[config.mk]
export PLATFORM = sky130hd
export DESIGN_NAME = ahb_sram_slave_ctrl
export DESIGN_NICKNAME = d
export VERILOG_FILES = /design/src/rtl/ahb_sramc_pkg.sv /design/src/rtl/ahb_be_gen.sv /design/src/rtl/ahb_sram_slave_ctrl.sv
export SDC_FILE = /design/constraint.sdc
export NUM_CORES = 1
export LEC_CHECK = 0
export CAP_MARGIN = 20
export CELL_PAD_IN_SITES_DETAIL_PLACEMENT = 1
export CELL_PAD_IN_SITES_GLOBAL_PLACEMENT = 2
export CORE_ASPECT_RATIO = 0.75
export CORE_MARGIN = 2
export CORE_UTILIZATION = 19
export CTS_BUF_LIST = sky130_fd_sc_hd__clkbuf_16
export CTS_CLUSTER_SIZE = 16
export DETAILED_ROUTE_END_ITERATION = 12
export MAX_ROUTING_LAYER = met4
export PLACE_DENSITY = 0.79
export SYNTH_ARGS = -nofsm -noshare
export SYNTH_HDL_FRONTEND = slang
export SYNTH_SLANG_ARGS = --single-unit
export TNS_END_PERCENT = 1
[constraint.sdc]
create_clock -name clock -period 2.4 [get_ports clock]
set_input_delay 0.36 -clock clock [delete_from_list [all_inputs] [get_ports clock]]
set_output_delay 0.36 -clock clock [all_outputs]
set_load 0.1 [all_outputs]
[src/rtl/ahb_sramc_pkg.sv]
// Shared encodings for the AHB SRAM slave controller: AHB transfer, response
// and size codes, plus the controller state enum.
package ahb_sramc_pkg;

  // htrans
  localparam logic [1:0] HTRANS_IDLE   = 2'b00;
  localparam logic [1:0] HTRANS_BUSY   = 2'b01;
  localparam logic [1:0] HTRANS_NONSEQ = 2'b10;
  localparam logic [1:0] HTRANS_SEQ    = 2'b11;

  // hresp
  localparam logic [1:0] HRESP_OKAY  = 2'b00;
  localparam logic [1:0] HRESP_ERROR = 2'b01;

  // hsize
  localparam logic [2:0] HSIZE_BYTE  = 3'd0;
  localparam logic [2:0] HSIZE_HALF  = 3'd1;
  localparam logic [2:0] HSIZE_WORD  = 3'd2;
  localparam logic [2:0] HSIZE_DWORD = 3'd3;

  typedef enum logic [2:0] {
    ST_IDLE,
    ST_WR,
    ST_RD_REQ,
    ST_RD_WAIT,
    ST_RD_DATA,
    ST_ERR1,
    ST_ERR2
  } state_e;

endpackage

[src/rtl/ahb_be_gen.sv]
// Byte-enable and legality generator for one AHB address phase.
// Ports:
//   addr_lo  - low byte-lane bits of haddr
//   hsize    - AHB transfer size
//   be       - byte enables: 2^hsize ones shifted to the addressed lane
//   size_ok  - hsize fits within the data bus
//   align_ok - address aligned to the transfer size
module ahb_be_gen
  import ahb_sramc_pkg::*;
#(
  parameter  int unsigned AHB_DATA_WIDTH = 32,
  localparam int unsigned NB             = AHB_DATA_WIDTH / 8,
  localparam int unsigned BL             = $clog2(NB)
) (
  input  logic [BL-1:0] addr_lo,
  input  logic [2:0]    hsize,
  output logic [NB-1:0] be,
  output logic          size_ok,
  output logic          align_ok
);

  // One extra bit so that the all-lanes mask (1 << NB) - 1 is representable.
  localparam int unsigned MW = NB + 1;
  localparam logic [2:0] MAX_SIZE = (AHB_DATA_WIDTH == 64) ? HSIZE_DWORD : HSIZE_WORD;

  logic [MW-1:0] nbytes;
  logic [MW-1:0] ones;

  always_comb begin
    size_ok  = (hsize <= MAX_SIZE);
    nbytes   = MW'(1) << hsize;
    ones     = MW'((MW'(1) << nbytes) - MW'(1));
    align_ok = ((addr_lo & BL'(nbytes - MW'(1))) == '0);
    be       = size_ok ? NB'(ones << addr_lo) : '0;
  end

endmodule

[src/rtl/ahb_sram_slave_ctrl.sv]
// AHB slave front end converting AHB transfers into single-port synchronous
// SRAM accesses, with configurable read wait states and the two-cycle ERROR
// response for illegal transfers.
// Ports:
//   clock, reset           - bus clock, synchronous active-high reset
//   hsel..hready_in        - AHB slave inputs (hburst is informational only)
//   hrdata, hready_out,    - AHB slave outputs
//   hresp
//   mem_cs, mem_we, mem_be,- SRAM macro request; mem_rdata returns one cycle
//   mem_addr, mem_wdata,     after a read access
//   mem_rdata
// Build option: define AHB_SLV_PROT_CHECK_EN to reject user-mode writes into
// the top 1/8 of the region; otherwise hprot is ignored.
module ahb_sram_slave_ctrl
  import ahb_sramc_pkg::*;
#(
  parameter int unsigned AHB_ADDR_WIDTH = 32,
  parameter int unsigned AHB_DATA_WIDTH = 32,
  parameter int unsigned MEM_AW         = 13,
  parameter int unsigned RD_WAIT        = 0
) (
  input  logic                        clock,
  input  logic                        reset,
  input  logic                        hsel,
  input  logic [AHB_ADDR_WIDTH-1:0]   haddr,
  input  logic [1:0]                  htrans,
  input  logic                        hwrite,
  input  logic [2:0]                  hsize,
  input  logic [2:0]                  hburst,
  input  logic [3:0]                  hprot,
  input  logic [AHB_DATA_WIDTH-1:0]   hwdata,
  input  logic                        hready_in,
  output logic [AHB_DATA_WIDTH-1:0]   hrdata,
  output logic                        hready_out,
  output logic [1:0]                  hresp,
  output logic                        mem_cs,
  output logic                        mem_we,
  output logic [AHB_DATA_WIDTH/8-1:0] mem_be,
  output logic [MEM_AW-1:0]           mem_addr,
  output logic [AHB_DATA_WIDTH-1:0]   mem_wdata,
  input  logic [AHB_DATA_WIDTH-1:0]   mem_rdata
);

  localparam int unsigned NB      = AHB_DATA_WIDTH / 8;
  localparam int unsigned BL      = $clog2(NB);
  localparam int unsigned RGN_TOP = MEM_AW + BL;  // first byte-address bit outside the region

  state_e                    state;
  logic [1:0]                wait_cnt;
  logic [AHB_DATA_WIDTH-1:0] hrdata_q;

  logic              accept;
  logic              legal;
  logic              size_ok;
  logic              align_ok;
  logic              region_ok;
  logic              prot_ok;
  logic [NB-1:0]     be;
  logic [MEM_AW-1:0] word_addr;
  logic              unused_bits;

  ahb_be_gen #(
    .AHB_DATA_WIDTH(AHB_DATA_WIDTH)
  ) u_be_gen (
    .addr_lo (haddr[BL-1:0]),
    .hsize   (hsize),
    .be      (be),
    .size_ok (size_ok),
    .align_ok(align_ok)
  );

  // Address-phase decode
  assign accept    = hsel && hready_in && ((htrans == HTRANS_NONSEQ) || (htrans == HTRANS_SEQ));
  assign region_ok = (haddr[AHB_ADDR_WIDTH-1:RGN_TOP] == '0);
  assign word_addr = haddr[RGN_TOP-1:BL];

`ifdef AHB_SLV_PROT_CHECK_EN
  // User-mode writes may not touch the top eighth of the region.
  assign prot_ok     = !(hwrite && !hprot[1] && (word_addr[MEM_AW-1 -: 3] == 3'b111));
  assign unused_bits = ^{hburst, hprot[3:2], hprot[0]};
`else
  assign prot_ok     = 1'b1;
  assign unused_bits = ^{hburst, hprot};
`endif

  assign legal = size_ok && align_ok && region_ok && prot_ok;

  // Control FSM; all bus and memory outputs except the data paths are registered.
  always_ff @(posedge clock) begin
    if (reset) begin
      state      <= ST_IDLE;
      wait_cnt   <= '0;
      hrdata_q   <= '0;
      hready_out <= 1'b1;
      hresp      <= HRESP_OKAY;
      mem_cs     <= 1'b0;
      mem_we     <= 1'b0;
      mem_be     <= '0;
      mem_addr   <= '0;
    end else begin
      case (state)
        ST_RD_REQ: begin
          mem_cs <= 1'b0;
          if (RD_WAIT > 0) begin
            state    <= ST_RD_WAIT;
            wait_cnt <= 2'(RD_WAIT - 1);
          end else begin
            state      <= ST_RD_DATA;
            hready_out <= 1'b1;
          end
        end
        ST_RD_WAIT: begin
          if (wait_cnt == '0) begin
            state      <= ST_RD_DATA;
            hready_out <= 1'b1;
          end else begin
            wait_cnt <= wait_cnt - 2'd1;
          end
        end
        ST_ERR1: begin
          state      <= ST_ERR2;
          hready_out <= 1'b1;
        end
        default: begin
          // IDLE, WR, RD_DATA, ERR2: hready_out is high, so a new address phase may complete.
          if (state == ST_RD_DATA) hrdata_q <= mem_rdata;
          if (!accept) begin
            state      <= ST_IDLE;
            mem_cs     <= 1'b0;
            mem_we     <= 1'b0;
            hready_out <= 1'b1;
            hresp      <= HRESP_OKAY;
          end else if (!legal) begin
            state      <= ST_ERR1;
            mem_cs     <= 1'b0;
            mem_we     <= 1'b0;
            hready_out <= 1'b0;
            hresp      <= HRESP_ERROR;
          end else begin
            state      <= hwrite ? ST_WR : ST_RD_REQ;
            mem_cs     <= 1'b1;
            mem_we     <= hwrite;
            mem_addr   <= word_addr;
            mem_be     <= be;
            hready_out <= hwrite;
            hresp      <= HRESP_OKAY;
          end
        end
      endcase
    end
  end

  // hwdata only exists in the data phase, so it is steered straight to the SRAM while writing.
  assign mem_wdata = mem_we ? hwdata : '0;

  // SRAM data arrives in the same cycle it must be on the bus; forward it, then hold the copy.
  assign hrdata = (state == ST_RD_DATA) ? mem_rdata : hrdata_q;

endmodule

==> results.rst <==
.. list-table::
   :header-rows: 1

   * - Metric
     - Value
   * - Count of endpoints failing hold in the final timing report
     - 0
   * - Via total after detailed routing
     - 2999
   * - Vias in the first global route
     - 3220
   * - Final global-route overflow total
     - 0
   * - Horiz. Die Dim
     - 146.1 um
   * - Clock-pin slew on the worst setup and hold paths
     - 0.05 ns
   * - Number of nets in the synthesized netlist
     - 417
   * - Via count normalized by instance count
     - 4.290
   * - Critical path class
     - reg2out
   * - Count of state elements after synthesis
     - 58
   * - Slew at the pin with the worst max-slew slack
     - 0.5993 ns
   * - Area share of the largest cell type after synthesis
     - 40.33%
   * - Layout overhead on the synthesized area
     - 107.4%
   * - Data arrival time at the worst-slack endpoint
     - 1.88 ns
   * - Areal power density over the cells
     - 493.7 nW/um^2
   * - Post-cts repair resize count
     - 0
   * - Fraction of layout instances using a drive strength above 1
     - 31.33%
   * - Main flop type after synthesis
     - dfxtp_1
   * - Port-buffer cells
     - 189
   * - Drc violations
     - 0
   * - Total CTS buffers
     - 9
   * - F_max
     - 0.4461 GHz
   * - Area used by multi-input combinational logic
     - 1585 um^2
   * - Detail Placement HPWL
     - 8973 um
   * - Clock latency of the later-clocked register in the worst-skew pair
     - 0.33 ns
   * - Fin. max-slew vios
     - 0
   * - Worst path required time
     - 2.04 ns
   * - Post-synthesis instance area
     - 2879 um^2
   * - Cell type contributing the most total cell area after synthesis
     - dfxtp_1
   * - Maximum Capacitance Violations
     - 0
   * - Die outline area
     - 16160 um^2
   * - Buffers inserted during post-CTS setup optimization
     - 0
   * - Number of antenna violations at the first check in global routing
     - 1
   * - Final RePlAce weighted congestion
     - 0.7776
   * - Largest fanout of any net on the critical path
     - 32
   * - Buffer cell driving the clock tree root
     - clkbuf_16
   * - Violation count after the first detailed-routing iteration
     - 69
   * - TritonCTS clock tree
     - done
   * - Number of flops mapped to enable cells by yosys
     - 0
   * - Sequential cell area fraction in the yosys report
     - 40.33%
   * - Placeable core region
     - 14640 um^2
   * - Hold-fix buffers, CTS
     - 0
   * - Most common cell after layout, fill and taps aside
     - clkdlybuf4s50_1
   * - Cell area after placement
     - 5643 um^2
   * - Sink Count
     - 58
   * - Clock tree buffer depth
     - 2
   * - Type of the most critical hold path
     - reg2reg
   * - Leakage dissipation
     - 2.305 nW
   * - I/O pin count
     - 199
   * - Setup violators final
     - 0
   * - Detailed-route wire length per cell
     - 16.59 um
   * - Cell count after synthesis
     - 302
   * - Capturing element type of the critical path
     - output port
   * - Average cell area after synthesis
     - 9.533 um^2
   * - Setup repair after global routing missed its margin
     - false
   * - Sequential cell area in the final layout
     - 1161 um^2
   * - Standard-cell row count
     - 38
   * - Proportion of register bits with asynchronous set or reset after synthesis
     - 0%
   * - Yosys Warn Count
     - 0
   * - CP Launch Type
     - register
   * - Shortest period the worst path allows
     - 2.241 ns
   * - Die extent in y
     - 110.6 um
   * - Post-layout total power
     - 2.948 mW
   * - Routed WL
     - 11600 um
   * - Pin count of the biggest net entering global routing
     - 34
   * - Final design instance area without fill
     - 5972 um^2
   * - Cell variety after synth
     - 47
   * - Antenna Violating Nets Remaining
     - 0
   * - Top library cells by usage in the layout, fill and taps aside
     - clkdlybuf4s50_1, buf_12, dfxtp_1
   * - Outcome
     - finished, final reports clean
   * - NumNets Final
     - 608
   * - Setup clock skew after layout
     - 0.004830 ns
   * - Worst VDD drop
     - 0.3570 mV
   * - Tightest slew margin relative to the limit
     - 60.05%
   * - Fin crit share
     - 93.39%
   * - Overall track demand over capacity in global routing
     - 14.95%
   * - Number of detailed-route iterations in the first pass
     - 4
   * - Effective utilization at floorplan
     - 19.66%
   * - Total of fill cells in the finished design
     - 1605
   * - Number of H-tree levels
     - 3
   * - Wire length of the first global-routing pass
     - 18530 um
   * - Main area contributors after synthesis
     - dfxtp_1, mux2_2, nor2b_1
[state kept, by name, indices dropped and copies added (netlist names)]
name / count
hrdata_q: 32
hready_out: 1
hresp: 1
mem_addr: 13
mem_be: 4
mem_cs: 1
mem_we: 1
state: 3
wait_cnt: 2
[logic make-up after synthesis]
family	Yosys count	synth area share, %
fa+ha+maj	2	0.8690
simple gates	115	25.34
compound gates	59	14.25
other cells	1	0.1303
flops	58	40.33
mux	35	13.91
buf+inv	31	4.867
xor+xnor	1	0.3043
[synthesized netlist by cell type (3+ instances only)]
library cell	number
and2_1	33
dfxtp_1	58
nand2_1	4
a21oi_1	19
mux2_1	4
a31oi_1	4
a211oi_1	3
nor4_1	3
o21ai_0	6
mux2_2	28
inv_1	5
buf_2	4
nand4_1	15
nor2b_1	39
clkbuf_1	18
o31ai_1	15
nor2_1	4
[through the flow]
step	hold slack, ns	TNS, ns	worst slack, ns	utilization (%)	instances
floorplan	0.4781	0	0.008708	-	302
global placement	0.4512	-0.04976	-0.01180	38.53	682
detailed placement	0.4544	-0.5252	-0.08407	38.53	682
CTS	0.4639	0	0.1200	40.76	698
global route	0.5028	0	0.04506	40.78	699
finish	0.4614	0	0.1586	40.78	699
[per-layer routing]
metal	track usage (%)	up-vias	share of wire [%]	wire, um
met5	-	-	0	0
met4	2.913	0	0.75	87
met3	4.876	8	6.5	757
met2	24.09	111	48	5576
met1	18.45	1431	45	5176
li1	-	1449	-	-
[worst max-delay path: stages, from the launching register on]
cell and delay [ns]:
dfxtp_1 0.35, nor2b_1 0.19, nor2b_4 0.18, buf_12 0.21
mux2_1 0.41, buf_12 0.19
[report_power, final]
group	internal [mW]	switching (mW)	leakage, nW
clock	0.915	0.478	0.152
sequential	0.977	0.00489	0.469
combinational	0.283	0.291	1.68
total	2.17	0.774	2.30
[layout make-up]
class / count / share of cell area (%)
Timing Repair Buffer: 206 / 44.00
Inverter: 5 / 0.3143
Tap cell: 200 / 4.190
Clock buffer: 9 / 3.771
Multi-Input combinational cell: 213 / 26.55
Clock inverter: 7 / 1.697
Sequential cell: 58 / 19.44
Antenna cell: 1 / 0.04190
[final timing paths]
kind | to | depth (start not counted) | slack [ns] | from
worst max-delay path | hrdata[28] | 5 | 0.16 | state[2]$_SDFFE_PP0N_
worst min-delay path | mem_we$_SDFFE_PP0N_ | 2 | 0.46 | mem_we$_SDFFE_PP0N_
worst max register to register | mem_addr[1]$_SDFFE_PP0P_ | 6 | 0.72 | state[2]$_SDFFE_PP0N_
worst min register to register | mem_we$_SDFFE_PP0N_ | 2 | 0.46 | mem_we$_SDFFE_PP0N_
Note: power is estimated with default switching activity, not from simulation.
